$ cat src/rtl/rd_resp_arbiter.sv
// Round-robin merge of N_SRC read-response sources, each with a 1-entry holding register, onto one tagged channel.
// Latency: 2 cycles from src_ack to dst_ack when uncontended; throughput 1 response/cycle.
// Backpressure: none; an ack hitting an occupied, ungranted entry is dropped and ovf flagged. RD_ARB_CNT_EN adds grant counters.
module rd_resp_arbiter #(
    parameter int   DWIDTH = 32,
    parameter int   N_SRC  = 4,
    parameter int   CNT_W  = 16,
    localparam int  SRC_W  = $clog2(N_SRC)
) (
    input  logic                    aclk,
    input  logic                    aresetn,
    input  logic [N_SRC*DWIDTH-1:0] src_rdata,
    input  logic [N_SRC-1:0]        src_resp,
    input  logic [N_SRC-1:0]        src_ack,
    output logic [DWIDTH-1:0]       dst_rdata,
    output logic                    dst_resp,
    output logic                    dst_ack,
    output logic [SRC_W-1:0]        dst_src,
    output logic [N_SRC-1:0]        pend,
    output logic [N_SRC-1:0]        ovf,
    input  logic                    ovf_clr,
    input  logic [SRC_W-1:0]        cnt_sel,
    output logic [CNT_W-1:0]        cnt_val
);

    logic [DWIDTH-1:0] hold_dat [N_SRC];
    logic [N_SRC-1:0]  hold_rsp;
    logic [N_SRC-1:0]  pend_q;
    logic [N_SRC-1:0]  ovf_q;
    logic [SRC_W-1:0]  last_grant;

    logic              gnt_vld;
    logic [SRC_W-1:0]  gnt_idx;
    logic [N_SRC-1:0]  gnt_oh;
    logic [N_SRC-1:0]  cap;
    logic [N_SRC-1:0]  ovf_set;

    // Search starts just after the last winner, wrapping modulo N_SRC.
    always_comb begin
        int         idx;
        logic [SRC_W-1:0] sel;
        gnt_vld = 1'b0;
        gnt_idx = '0;
        idx     = 0;
        sel     = '0;
        for (int k = 1; k <= N_SRC; k++) begin
            idx = (int'(last_grant) + k) % N_SRC;
            sel = SRC_W'(idx);
            if (!gnt_vld && pend_q[sel]) begin
                gnt_vld = 1'b1;
                gnt_idx = sel;
            end
        end
    end

    assign gnt_oh  = gnt_vld ? (N_SRC'(1) << gnt_idx) : '0;
    // A granted entry frees up this same edge, so it may be reloaded without loss.
    assign cap     = src_ack & (~pend_q | gnt_oh);
    assign ovf_set = src_ack & pend_q & ~gnt_oh;

    always_ff @(posedge aclk or negedge aresetn) begin
        if (!aresetn) begin
            for (int i = 0; i < N_SRC; i++) hold_dat[i] <= '0;
            hold_rsp   <= '0;
            pend_q     <= '0;
            ovf_q      <= '0;
            last_grant <= SRC_W'(N_SRC - 1);
            dst_rdata  <= '0;
            dst_resp   <= 1'b0;
            dst_ack    <= 1'b0;
            dst_src    <= '0;
        end else begin
            for (int i = 0; i < N_SRC; i++) begin
                if (cap[i]) begin
                    hold_dat[i] <= src_rdata[i*DWIDTH +: DWIDTH];
                    hold_rsp[i] <= src_resp[i];
                end
            end
            pend_q  <= cap | (pend_q & ~gnt_oh);
            ovf_q   <= (ovf_clr ? '0 : ovf_q) | ovf_set;
            dst_ack <= gnt_vld;
            if (gnt_vld) begin
                dst_rdata  <= hold_dat[gnt_idx];
                dst_resp   <= hold_rsp[gnt_idx];
                dst_src    <= gnt_idx;
                last_grant <= gnt_idx;
            end
        end
    end

    assign pend = pend_q;
    assign ovf  = ovf_q;

`ifdef RD_ARB_CNT_EN
    logic [CNT_W-1:0] cnt_q [N_SRC];

    always_ff @(posedge aclk or negedge aresetn) begin
        if (!aresetn) begin
            for (int i = 0; i < N_SRC; i++) cnt_q[i] <= '0;
        end else if (ovf_clr) begin
            for (int i = 0; i < N_SRC; i++) cnt_q[i] <= '0;
        end else if (gnt_vld && (cnt_q[gnt_idx] != {CNT_W{1'b1}})) begin
            cnt_q[gnt_idx] <= cnt_q[gnt_idx] + 1'b1;
        end
    end

    always_comb begin
        cnt_val = '0;
        if (int'(cnt_sel) < N_SRC) cnt_val = cnt_q[cnt_sel];
    end
`else
    logic unused_cnt_sel;
    assign unused_cnt_sel = ^cnt_sel;
    assign cnt_val        = '0;
`endif

endmodule

$ cat config.mk
export PLATFORM = sky130hd
export DESIGN_NAME = rd_resp_arbiter
export DESIGN_NICKNAME = d
export VERILOG_FILES = /design/src/rtl/rd_resp_arbiter.sv
export SDC_FILE = /design/constraint.sdc
export NUM_CORES = 1
export LEC_CHECK = 0
export ABC_AREA = 0
export CORE_ASPECT_RATIO = 1.5
export CORE_MARGIN = 2
export CORE_UTILIZATION = 37
export DETAILED_ROUTE_END_ITERATION = 12
export HOLD_SLACK_MARGIN = 0.06
export SLEW_MARGIN = 20
export SYNTH_ARGS = -nofsm -noshare
export SYNTH_HDL_FRONTEND = slang
export SYNTH_SLANG_ARGS = --single-unit
$ cat constraint.sdc
create_clock -name aclk -period 2.7 [get_ports aclk]
set_input_delay 0.54 -clock aclk [delete_from_list [all_inputs] [get_ports aclk]]
set_output_delay 0.54 -clock aclk [all_outputs]
set_load 0.02 [all_outputs]
==> run metrics, run 1 <==
crit path to=hold_dat[41]; worst skew pair latency=0.42 ns; syn_area_per_cell=14.2 µm²; Ys Warns=0; Yosys reg bits=178; final hold slack=0.0705 ns; die height=181 µm; Max Cap Viol=0; internal power=9350 µW; RSZ-0062 raised after global routing=false; post-synthesis sequential area ratio=0.575; core area=0.0205 mm²; Clock transition at path regs=0.08 ns; layout cells sized above 1=0.258; M2 GR Usage=0.340; reg2reg end=hold_dat[41]; Reg power frac=0.338; Core Rows=64; crit path DAT=2.70 ns; post-synthesis adder-cell area fraction=0; leading cell type in the layout, fill and taps excluded=clkdlybuf4s50_1; most frequent cells in the layout=181 x clkdlybuf4s50_1, 176 x dfrtp_1, 102 x mux2_2, 66 x mux2i_1, 37 x nor2_1; WL/cell=19.9 µm; initial core utilization=0.378; Synth area leaders=dfrtp_1 57%, mux2_2 15%, mux2i_1 8.5%; skew final=0.00981 ns; vias in the first global route=5,712; TritonCTS clock tree=yes; Die W=122 µm; H-Tree Depth=4; Root Driver=clkbuf_16; Slew Limit Fails=0; synth-to-layout area growth=36.1%; min cycle time layout=2.39 ns; largest net degree at the start of global routing=54; routed wire length=20,100 µm; Critical Path RT=3.01 ns; grt peak-use layer=met2; fin nets=873; total power=14,500 µW; Worst Hold Class=in2async; met3 Use GR=0.0552; fmax=418 MHz; initial DRC count=197; Storage cell area=0.00446 mm²; area leader, netlist=dfrtp_1; share of the synthesized area in the top cell type=0.568; Syn Inst Count=545; Yosys cell types=36; postcts setup bufs=0; mux contribution to synthesized area=0.292; CP Class=reg2reg; xor and xnor fraction of the mapped netlist area=0; ant diodes=0; setup_tns=0 ns; FF-to-FF path depth=6; measured slew at the worst slew-check pin=1.03 ns; RR Startpoint=pend[1]; Clock Power Share=0.180; period utilization=0.885; Routed Antenna Nets=0; via/cell ratio=5.06; Post-CTS Hold Fix Bufs=0; simple-gate area share of the yosys netlist=0.0325; Clock Path Buffers=2; CTS buffer count=17; Comb power frac=0.482; R2R Setup Slk=0.31 ns; DRC violations left=0; status=finished, final reports clean; fin area=0.0105 mm²; clock sinks=178; first-pass GRT wire length=31,100 µm; met1 capacity usage during global routing=0.207; setup violators final=0; Worst Setup SP=pend[1]; Pre-antenna DRT Iters=4; Pleak=0.00463 µW; Post-Synthesis Cell Area=0.00775 mm²; Synth Area in Compound Gates=0.0575; Post-DP Area=0.00992 mm²; Startpoint Class=flop; fillcell total=1,780; All-Layer GR Usage=0.186; Hold Fails Final Rpt=0; switching share of power=0.357; Routability Congestion=0.815; maximum VDD drop=0.000750 V; cts repair resizes=0; Via Count=5,101; main combinational cell family by area after synthesis=multiplexers; max_slew headroom=0.310; Worst setup EP type=flop; Die Area=0.0221 mm²; DP Wirelength=13,700 µm; grt ovf=0; IO Port Bufs=182; pwr dens=1380 mW/mm²; worst-path fanout max=13; initial antenna violation count=0; NetSw=5190 µW; multi-input logic area=0.00305 mm²; IO Pins=201
[registers in the layout, summed over array words and instances, names as in the netlist]
| signal | flops |
|---|---|
| dst_ack | 1 |
| dst_resp | 1 |
| dst_src | 2 |
| dst_rdata | 32 |
| hold_rsp | 4 |
| hold_dat | 128 |
| pend | 4 |
| ovf | 4 |
| last_grant | 2 |
[cells in the mapped netlist]
master	count
dfrtp_1	176
mux2_2	102
mux2i_1	66
nor2_1	38
a221oi_1	33
mux2_4	30
buf_4	21
clkbuf_1	10
buf_2	9
nand2_1	9
inv_1	8
o21ai_0	5
buf_6	4
nor2b_1	4
buf_1	3
nand2b_1	3
a31oi_1	2
dfstp_2	2
o21ai_1	2
o2bb2ai_1	2
a21oi_1	1
a22o_1	1
a311o_1	1
a311oi_4	1
a41oi_1	1
and3_1	1
clkinv_1	1
conb_1	1
nor3_1	1
nor3b_1	1
o21ai_2	1
o21bai_1	1
o31ai_1	1
o32ai_1	1
or2_1	1
or2_2	1
[area by class of cell]
class	count	share of cell area
clock buffer	17	0.0403
tap	264	0.0313
timing repair buffer	200	0.194
clock inverter	14	0.0189
inverter	9	0.00320
sequential	178	0.423
multi-input combinational	326	0.290
[how the worst min path moves through the flow]
stage,from,cells after the start,endpoint
finish,aresetn,1,hold_dat[55]
global route,aresetn,1,hold_dat[23]
CTS,aresetn,1,hold_dat[55]
detailed placement,dst_src[0],2,dst_src[0]
global placement,dst_src[0],2,dst_src[0]
floorplan,aresetn,0,dst_ack
[worst max-delay path, stage by stage (launching register included)]
cell,delay [ns]
dfrtp_1,0.48
or2_1,0.33
a311oi_4,0.40
a41oi_1,0.21
nand2b_2,0.27
buf_4,0.25
mux2_4,0.33
[power by group through the flow]
| stage | Combinational [µW] | Clock, µW | Sequential, µW |
|---|---|---|---|
| after floorplan | 4560 | 0 | 5100 |
| after global placement | 6970 | 0 | 4880 |
| after detailed placement | 7150 | 0 | 4960 |
| after CTS | 7160 | 2670 | 4920 |
| after global routing | 7530 | 2810 | 5090 |
| final | 7020 | 2620 | 4910 |
[metal layers]
| metal | vias to the layer above | routed length [µm] |
|---|---|---|
| met5 | - | 0 |
| met4 | 0 | 263 |
| met3 | 18 | 1230 |
| met2 | 159 | 10800 |
| met1 | 2622 | 7750 |
| li1 | 2302 | - |
[stage by stage]
stage	setup WS (ns)	cells	util
final	0.309	1008	0.514
after global routing	0.175	1008	0.514
after CTS	0.310	1008	0.514
after detailed placement	0.323	977	0.484
after global placement	0.389	977	0.484
after floorplan	0.448	560	-
[cell families (layout without fill, tap and decap cells)]
group	after synthesis	in the layout
compound gates	53	53
buf+inv	56	240
flops	178	178
simple gates	59	59
other cells	1	16
mux	198	198
(Power assumes the default switching activity.)
==> inputs of run 2 (changes only) <==
--- a/config.mk
+++ b/config.mk
@@ -9,6 +9,7 @@
 export CORE_ASPECT_RATIO = 1.5
 export CORE_MARGIN = 2
 export CORE_UTILIZATION = 37
+export CTS_CLUSTER_SIZE = 30
 export DETAILED_ROUTE_END_ITERATION = 12
 export HOLD_SLACK_MARGIN = 0.06
 export SLEW_MARGIN = 20
==> results of run 2 <==
No change in the layout: final DEF, timing and power equal those of run 1.
